<file path="src/rtl/uart_pkg.sv">
// Constants and entry layout shared by the UART receive and transmit controllers.
package uart_pkg;

   localparam int UART_ERR_PAR     = 0;
   localparam int UART_ERR_FRM     = 1;
   localparam int UART_RX_SYNC_LAT = 4;
   localparam int UART_MIN_DIV     = 8;
   localparam int UART_ENTRY_W     = 10;

   typedef struct packed {
      logic [1:0] err;
      logic [7:0] data;
   } uart_entry_t;

   function automatic uart_entry_t uart_pack_entry(input logic [7:0] data,
                                                   input logic       par_err,
                                                   input logic       frm_err);
      uart_entry_t e;
      e.data              = data;
      e.err               = 2'b00;
      e.err[UART_ERR_PAR] = par_err;
      e.err[UART_ERR_FRM] = frm_err;
      return e;
   endfunction

endpackage

</file>
<file path="src/rtl/uart_sync_fifo.sv">
// First-word-fall-through synchronous FIFO with occupancy count; a push into a
// full FIFO is accepted only when a pop frees a slot in the same cycle.
module uart_sync_fifo
   import uart_pkg::*;
#(
   parameter int W  = UART_ENTRY_W,
   parameter int AW = 4
) (
   input  logic          clock,
   input  logic          reset,
   input  logic          push_i,
   input  logic [W-1:0]  data_i,
   input  logic          pop_i,
   output logic [W-1:0]  data_o,
   output logic          valid_o,
   output logic [AW:0]   count_o,
   output logic          push_ok_o
);

   localparam int DEPTH = 1 << AW;

   logic [W-1:0]  mem_q [DEPTH];
   logic [AW-1:0] wr_ptr_q, rd_ptr_q;
   logic [AW:0]   count_q;
   logic          pop_ok_s, push_ok_s;

   assign pop_ok_s  = pop_i & (count_q != {(AW+1){1'b0}});
   assign push_ok_s = push_i & ((count_q != (AW+1)'(DEPTH)) | pop_ok_s);

   // Storage array; contents are don't-care until written, so it carries no reset.
   always_ff @(posedge clock) begin
      if (push_ok_s) begin
         mem_q[wr_ptr_q] <= data_i;
      end
   end

   always_ff @(posedge clock) begin
      if (reset) begin
         wr_ptr_q <= {AW{1'b0}};
         rd_ptr_q <= {AW{1'b0}};
         count_q  <= {(AW+1){1'b0}};
      end else begin
         if (push_ok_s) wr_ptr_q <= wr_ptr_q + AW'(1);
         if (pop_ok_s)  rd_ptr_q <= rd_ptr_q + AW'(1);
         case ({push_ok_s, pop_ok_s})
            2'b10:   count_q <= count_q + (AW+1)'(1);
            2'b01:   count_q <= count_q - (AW+1)'(1);
            default: count_q <= count_q;
         endcase
      end
   end

   assign valid_o   = (count_q != {(AW+1){1'b0}});
   assign data_o    = valid_o ? mem_q[rd_ptr_q] : {W{1'b0}};
   assign count_o   = count_q;
   assign push_ok_o = push_ok_s;

endmodule

</file>
<file path="src/rtl/uart_rx_ctrl.sv">
// UART receive controller: bit-centre tick generation, received-byte FIFO,
// overflow / false-start statistics and inter-message idle detection.
module uart_rx_ctrl
   import uart_pkg::*;
#(
   parameter int DIV_W   = 16,
   parameter int FIFO_AW = 4
) (
   input  logic               clock,
   input  logic               reset,
   input  logic [DIV_W-1:0]   cfg_div,
   input  logic [7:0]         cfg_idle,
   input  logic               rx_busy,
   input  logic [7:0]         rx_data,
   input  logic               rx_new_data,
   input  logic               parity_error,
   input  logic               end_error,
   input  logic               begin_error,
   output logic               sample_en,
   output logic [7:0]         m_data,
   output logic [1:0]         m_err,
   output logic               m_valid,
   input  logic               m_ready,
   output logic [FIFO_AW:0]   fifo_level,
   output logic               overflow,
   input  logic               ovf_clr,
   output logic [7:0]         glitch_cnt,
   output logic               msg_idle
);

   localparam logic [1:0] ST_IDLE  = 2'd0;
   localparam logic [1:0] ST_FIRST = 2'd1;
   localparam logic [1:0] ST_RUN   = 2'd2;

   logic [1:0]       state_q, state_d;
   logic [DIV_W-1:0] cnt_q, cnt_d;
   logic [DIV_W-1:0] div_q, div_d;
   logic             busy_q;
   logic             tick_s;

   // First tick lands half a bit plus the receiver's synchroniser delay after busy rises.
   always_comb begin
      state_d = state_q;
      cnt_d   = cnt_q;
      div_d   = div_q;
      tick_s  = 1'b0;
      if (!rx_busy) begin
         state_d = ST_IDLE;
         cnt_d   = {DIV_W{1'b0}};
      end else begin
         case (state_q)
            ST_IDLE: begin
               if (!busy_q) begin
                  state_d = ST_FIRST;
                  div_d   = cfg_div;
                  cnt_d   = (cfg_div >> 1) + DIV_W'(UART_RX_SYNC_LAT - 1);
               end else begin
                  state_d = ST_IDLE;
               end
            end
            ST_FIRST, ST_RUN: begin
               if (cnt_q == {DIV_W{1'b0}}) begin
                  tick_s  = 1'b1;
                  cnt_d   = div_q - DIV_W'(1);
                  state_d = ST_RUN;
               end else begin
                  cnt_d   = cnt_q - DIV_W'(1);
               end
            end
            default: begin
               state_d = ST_IDLE;
               cnt_d   = {DIV_W{1'b0}};
            end
         endcase
      end
   end

   always_ff @(posedge clock) begin
      if (reset) begin
         state_q <= ST_IDLE;
         cnt_q   <= {DIV_W{1'b0}};
         div_q   <= {DIV_W{1'b0}};
         busy_q  <= 1'b0;
      end else begin
         state_q <= state_d;
         cnt_q   <= cnt_d;
         div_q   <= div_d;
         busy_q  <= rx_busy;
      end
   end

   assign sample_en = tick_s;

   uart_entry_t push_entry_s, head_s;
   logic        push_ok_s;

   assign push_entry_s = uart_pack_entry(rx_data, parity_error, end_error);

   uart_sync_fifo #(
      .W  (UART_ENTRY_W),
      .AW (FIFO_AW)
   ) u_fifo (
      .clock     (clock),
      .reset     (reset),
      .push_i    (rx_new_data),
      .data_i    (push_entry_s),
      .pop_i     (m_ready),
      .data_o    (head_s),
      .valid_o   (m_valid),
      .count_o   (fifo_level),
      .push_ok_o (push_ok_s)
   );

   assign m_data = head_s.data;
   assign m_err  = head_s.err;

   logic       overflow_q;
   logic [7:0] glitch_q;

   // A drop in the same cycle as a clear leaves the flag set.
   always_ff @(posedge clock) begin
      if (reset) begin
         overflow_q <= 1'b0;
         glitch_q   <= 8'd0;
      end else begin
         if (rx_new_data && !push_ok_s) overflow_q <= 1'b1;
         else if (ovf_clr)              overflow_q <= 1'b0;
         if (begin_error && (glitch_q != 8'hFF)) glitch_q <= glitch_q + 8'd1;
      end
   end

   assign overflow   = overflow_q;
   assign glitch_cnt = glitch_q;

   logic             armed_q, armed_d;
   logic [DIV_W-1:0] bit_cnt_q, bit_cnt_d;
   logic [7:0]       idle_cnt_q, idle_cnt_d;
   logic             msg_idle_q, msg_idle_d;

   always_comb begin
      armed_d    = armed_q;
      bit_cnt_d  = bit_cnt_q;
      idle_cnt_d = idle_cnt_q;
      msg_idle_d = 1'b0;
      if (cfg_idle == 8'd0) begin
         armed_d    = 1'b0;
         bit_cnt_d  = {DIV_W{1'b0}};
         idle_cnt_d = 8'd0;
      end else if (push_ok_s) begin
         armed_d    = 1'b1;
         bit_cnt_d  = {DIV_W{1'b0}};
         idle_cnt_d = 8'd0;
      end else if (!armed_q || rx_busy) begin
         bit_cnt_d  = {DIV_W{1'b0}};
         idle_cnt_d = 8'd0;
      end else if (bit_cnt_q == cfg_div - DIV_W'(1)) begin
         bit_cnt_d = {DIV_W{1'b0}};
         if (idle_cnt_q == cfg_idle - 8'd1) begin
            msg_idle_d = 1'b1;
            armed_d    = 1'b0;
            idle_cnt_d = 8'd0;
         end else begin
            idle_cnt_d = idle_cnt_q + 8'd1;
         end
      end else begin
         bit_cnt_d = bit_cnt_q + DIV_W'(1);
      end
   end

   always_ff @(posedge clock) begin
      if (reset) begin
         armed_q    <= 1'b0;
         bit_cnt_q  <= {DIV_W{1'b0}};
         idle_cnt_q <= 8'd0;
         msg_idle_q <= 1'b0;
      end else begin
         armed_q    <= armed_d;
         bit_cnt_q  <= bit_cnt_d;
         idle_cnt_q <= idle_cnt_d;
         msg_idle_q <= msg_idle_d;
      end
   end

   assign msg_idle = msg_idle_q;

endmodule

</file>
<file path="config.mk">
export PLATFORM = sky130hd
export DESIGN_NAME = uart_rx_ctrl
export DESIGN_NICKNAME = d
export VERILOG_FILES = /design/src/rtl/uart_pkg.sv /design/src/rtl/uart_sync_fifo.sv /design/src/rtl/uart_rx_ctrl.sv
export SDC_FILE = /design/constraint.sdc
export NUM_CORES = 1
export LEC_CHECK = 0
export BUFFER_PORTS_ARGS = -buffer_cell sky130_fd_sc_hd__buf_2
export CAP_MARGIN = 40
export CORE_MARGIN = 5
export CORE_UTILIZATION = 55
export CTS_BUF_LIST = sky130_fd_sc_hd__clkbuf_4 sky130_fd_sc_hd__clkbuf_8 sky130_fd_sc_hd__clkbuf_16
export DETAILED_ROUTE_END_ITERATION = 7
export PLACE_DENSITY_LB_ADDON = 0.3
export SETUP_SLACK_MARGIN = 0.02
export SYNTH_ARGS = -nofsm -noshare
export SYNTH_HDL_FRONTEND = slang
export SYNTH_SLANG_ARGS = --single-unit
</file>
<file path="constraint.sdc">
create_clock -name clock -period 2.5 [get_ports clock]
set_input_delay 0.125 -clock clock [delete_from_list [all_inputs] [get_ports clock]]
set_output_delay 0.125 -clock clock [all_outputs]
set_load 0.01 [all_outputs]
</file>
# Yosys cells after proc, flatten, opt, wreduce, memory -nomap -nowiden

Memory sizes are Yosys's and may differ from the RTL's. A register that Yosys moved wholly into a read port is not among the register bits.
Index checks and enable logic that the tools add are counted.
W data, S select, Z words.

Register bits after elaboration: 83
RAM bits: 160
Logic and storage cells: 87
Memories kept: 1

Memory list:

| memory       | depth | width | rd ports | clocked after Yosys merged registers in | write ports | RTL line             | text |
|---|---|---|---|---|---|---|---|
| u_fifo.mem_q | 16    | 10    | 1        | 1                                       | 1           | uart_sync_fifo.sv:22 | `logic [W-1:0] mem_q [DEPTH];` |

Add/sub/neg operators: 12
Equal/unequal tests: 11
Mux-type cells: 23
Bitwise operators: 6
Reduce and logical (&&, ||, !) cells: 21

Operator list:

| kind                    | count |
|---|---|
| $sub A16 B1 Y16 const B | 3 |
| $mux W16                | 2 |
| $pmux W16 S2            | 1 |
| $add A15 B2 Y16 const B | 1 |
| $add A16 B1 Y16 const B | 1 |
| $add A8 B1 Y8 const B   | 2 |
| $eq A16 B16 Y1          | 1 |
| $logic_not A16 Y1       | 1 |
| $mux W1                 | 13 |
| $mux W10                | 1 |
| $pmux W5 S2             | 1 |
| $reduce_or A5 Y1        | 2 |
| $add A4 B1 Y4 const B   | 2 |
| $eq A8 B8 Y1            | 1 |
| $logic_not A8 Y1        | 1 |
| $mux W4                 | 2 |
| $mux W8                 | 1 |
| $ne A8 B8 Y1 const B    | 1 |
| $reduce_bool A2 Y1      | 4 |
| $sub A8 B1 Y8 const B   | 1 |
| $ne A2 B2 Y1 const B    | 3 |
| $reduce_and A3 Y1       | 2 |
| $reduce_or A2 Y1        | 3 |
| $add A5 B1 Y5 const B   | 1 |
| other kinds (15)        | 22 |

# Depth between registers and ports, before layout

Word-level depth: 7
Depth in mapped cells: 14
Gate-level depth less buffers: 13

# By module

Synthesis repeated with hierarchy kept, for this count alone.

Cells, all modules: 975
Area, all modules: 11911.4 µm²

Modules (own cells, without submodules):

| module         | instances | cells an instance | area an instance (µm²) | sequential area each (µm²) |
|---|---|---|---|---|
| uart_sync_fifo | 1         | 383               | 7166.9                 | 5144.9 |
| uart_rx_ctrl   | 1         | 592               | 4744.6                 | 1401.3 |

# Least setup slack after synthesis

Ideal clock, no wire load.

Path type: register to register
From: register u_fifo.count_q[0], in the netlist u_fifo.count_o[0]
To: register u_fifo.count_q[4], in the netlist u_fifo.count_o[4]
Library setup time: 0.070 ns
Data arrival time: 2.700 ns
Required time: 2.430 ns
Setup slack: -0.271 ns
Cell stages (with the launch flop): 15
Path buffers: 1
Cells stage by stage: dfxtp_1 nor4_1 nand3b_1 and2_1 clkbuf_1 inv_1 ha_1 inv_1 fa_1 inv_1 a21o_1 a21oi_1 xnor2_1 or3_1 a21oi_1

Word-level cells in the longest chain between the ends: 6
Elaborated cells between the ends (all ways): 11
Classes of those cells: add/sub: 2; eq/ne: 3; mux: 1; bitwise: 3; reduce/logical: 2

Ends and longest elaborated chain:

| item                                                     | RTL line             | text |
|---|---|---|
| start, declared                                          | uart_sync_fifo.sv:24 | `logic [AW:0] count_q;` |
| start signal, assigned                                   | uart_sync_fifo.sv:41 | `count_q <= {(AW+1){1'b0}};` |
| start signal, assigned                                   | uart_sync_fifo.sv:46 | `2'b10: count_q <= count_q + (AW+1)'(1);` |
| start signal, assigned                                   | uart_sync_fifo.sv:47 | `2'b01: count_q <= count_q - (AW+1)'(1);` |
| $reduce_bool A5 Y1                                       | uart_sync_fifo.sv:27 | `assign pop_ok_s = pop_i & (count_q != {(AW+1){1'b0}});` |
| $and A1 B1 Y1                                            | uart_sync_fifo.sv:27 |  |
| $or A1 B1 Y1                                             | uart_sync_fifo.sv:28 | `assign push_ok_s = push_i & ((count_q != (AW+1)'(DEPTH)) \| pop_ok_s);` |
| $and A1 B1 Y1                                            | uart_sync_fifo.sv:28 |  |
| $eq A2 B1 Y1 / $eq A2 B2 Y1 (equally long branches)      | uart_sync_fifo.sv:45 | `case ({push_ok_s, pop_ok_s})` |
| $pmux W5 S2 / $reduce_bool A2 Y1 (equally long branches) | -                    |  |

Several ways; a longest one is shown, not always the timed one.
A chain may end at the register's enable or synchronous reset.

==> flow_summary.json <==
{
  "reg2reg_depth": 10,
  "finalPower_mw": 12.2,
  "synth_simple_gate_area_share_pct": 14.4,
  "tightest_slew_ns": 0.826,
  "synth-async-reset-ratio_pct": 0,
  "maxSlewViolCount": 0,
  "r2r_setup_slack_ns": 0.10,
  "start_util_pct": 55.7,
  "cp-end-kind": "primary output",
  "synth-main-ff-cell": "edfxtp_1",
  "crit_required_ns": 2.38,
  "syn-num-nets": 1006,
  "status": "finished with violations",
  "area_growth_syn_to_layout_pct": 24.0,
  "violations": "setup timing",
  "fin_skew_ns": 0.0242,
  "cts-root-buf": "clkbuf_16",
  "finalHoldViolations": 0,
  "crit_arrival_ns": 2.54,
  "synth_top_area_share_pct": 41.3,
  "synth_top_family_by_area": "simple AND/OR/NAND/NOR gates",
  "max_cap_viol_count": 0,
  "synth_edf_count": 160,
  "finalCritPeriodShare_pct": 107,
  "grt_pass1_wl_um": 46200,
  "cp-start-kind": "flop",
  "via_per_inst": 6.15,
  "drt_iter0_markers": 928,
  "p_per_area_nw_per_um2": 847,
  "grt_usage_pct": 24.3,
  "ys_ff_latch": 247,
  "fmax_mhz": 375,
  "cts.sinks": 247,
  "synth-adder-area-share_pct": 2.11,
  "relSlewSlack_pct": 44.7,
  "peakVddDrop_v": 0.000594,
  "core_um2": 20900,
  "layout-drive-gt1-share_pct": 28.0,
  "wl_um": 30500,
  "gp_congestion": 0.893,
  "final_cells": 1406,
  "synth_xor_area_share_pct": 5.80,
  "num_io_pins": 68,
  "synth-compound-area-share_pct": 8.67,
  "drtPass1Iterations": 5,
  "setup_viol": 10,
  "layout_commonest_cell": "edfxtp_1",
  "portBuffers": 67,
  "grt_start_max_net_pins": 41,
  "synth_top_cell_by_area": "edfxtp_1",
  "period_needed_ns": 2.66,
  "netlist_top_cells_area": "edfxtp_1, dfxtp_1, mux4_2, xor2_1, xnor2_1",
  "die_h_um": 155,
  "p_leak_nw": 5.13,
  "wl_per_cell_um": 21.7,
  "placed_cells": 1318,
  "cts_tree": "built",
  "layout_common_cells": "edfxtp_1, dfxtp_1, buf_4, nor2_1, nand2_1",
  "grt_antenna_before_repair": 0,
  "row_count": 53,
  "clk_pin_slew_ns": 0.06,
  "crit_fanout": 4,
  "synthCells": 946,
  "path_class": "reg2out",
  "rsz0062_at_grt": "yes",
  "h-tree-depth": 1,
  "syn_area_um2": 11600,
  "diodes": 0,
  "grt_overflow": 0,
  "cts_buffers": 25,
  "grt_pass1_vias": 8351,
  "avgSynthCellArea_um2": 12.3,
  "synthMuxAreaShare_pct": 10.0,
  "die-area_um2": 24100,
  "ant_nets": 0,
  "holdPathStages": 2,
  "yosys_warnings": 0,
  "hold_path_class": "in2reg",
  "cts_buffer_depth": 3,
  "dr_total_vias": 8643,
  "place_hpwl_um": 18600,
  "worst_skew_pair.late_latency_ns": 0.54,
  "timing.final.ws_setup_ns": -0.163,
  "die_w_um": 155,
  "layout.nets": 1172,
  "ys_seq_area_share_pct": 56.3,
  "ys_types": 73,
  "drc_errors": 0
}
-- critical path, cell delays in order (launching register included) --
cell and delay, ns:
dfxtp_4 0.41, buf_12 0.13, clkbuf_16 0.15, mux4_2 0.49
mux4_2 0.52, nor2b_1 0.16, buf_2 0.15
-- cells by family after synthesis --
logic type / count (synthesis)
buffers and inverters: 75
muxes: 54
AOI/OAI and AO/OA: 155
adders and majority gates: 19
DFF: 247
xor gates and xnor gates: 77
and+or+nand+nor: 319
-- synth_stat cells (9+ instances only) --
master	n
nor3_1	36
nor4_1	9
and3_1	10
a21oi_1	58
clkbuf_1	32
buf_1	9
nand3_1	22
edfxtp_1	160
or3_1	10
ha_1	18
xor2_1	39
mux4_2	50
xnor2_1	38
inv_1	24
o21ai_0	22
a31oi_1	10
nor2_1	74
nand2_1	71
dfxtp_1	87
nor2b_1	17
nand4_1	14
-- stage by stage --
stage          TNS [ns]  hold slack, ns  util (%)  cell area, um^2  setup WS [ns]
6_report          -1.33          0.0170      69.0            14400         -0.163
5_1_grt           -1.91          0.0535      69.0            14400         -0.207
4_1_cts           -1.44          0.0206      67.8            14200         -0.170
3_5_place_dp    -0.0218           0.420      61.4            12800        -0.0218
3_3_place_gp          0           0.391      61.0            12800         0.0519
2_1_floorplan   -0.0208           0.224         -            11700        -0.0208
-- worst paths after layout --
path,start,to
worst max register to register,u_fifo.count_o[3],u_fifo.count_o[4]
worst min register to register,div_q[15],div_q[15]
worst min-delay path,reset,glitch_cnt[3]
worst max-delay path,flop,m_err[0]
-- metal layers --
metal	track usage, %	vias to the layer above	part of all wire (%)
li1	-	3895	-
met1	33.7	4194	40
met4	6.09	0	2.7
met5	0	-	0
met2	40.8	488	49
met3	3.73	66	8.3
-- cell type report --
| cell class | count | area [um^2] |
|---|---|---|
| flip-flops and latches | 247 | 6560 |
| fillers | 1439 | 6470 |
| multi-input cells | 624 | 4930 |
| repair buffers | 190 | 1560 |
| clock buffers | 36 | 727 |
| well taps | 275 | 344 |
| clock inverters | 10 | 198 |
| inverters | 24 | 92.6 |
-- state kept, by name, indices dropped and copies added (netlist names), 2 cells and up, named ones only --
signal / count
state_q: 2
idle_cnt_q: 8
u_fifo.wr_ptr_q: 4
glitch_cnt: 8
bit_cnt_q: 16
u_fifo.rd_ptr_q: 4
cnt_q: 16
u_fifo.mem_q: 160
u_fifo.count_o: 5
div_q: 16
-- power breakdown --
| group | switching [mW] | total (mW) | internal, mW |
|---|---|---|---|
| clock | 1.58 | 4.14 | 2.56 |
| combinational | 1.65 | 3.43 | 1.78 |
| sequential | 0.140 | 4.65 | 4.51 |
-- what timing repair did --
action	4_1_cts	5_1_grt
endpoints found under the hold margin	175	0
pin swaps	3	10
cloned	3	3
hold buffers	26	0
buffers inserted	5	6
resized for setup	6	34
setup endpoints to repair	11	41
Note: power is estimated with default switching activity, not from simulation.
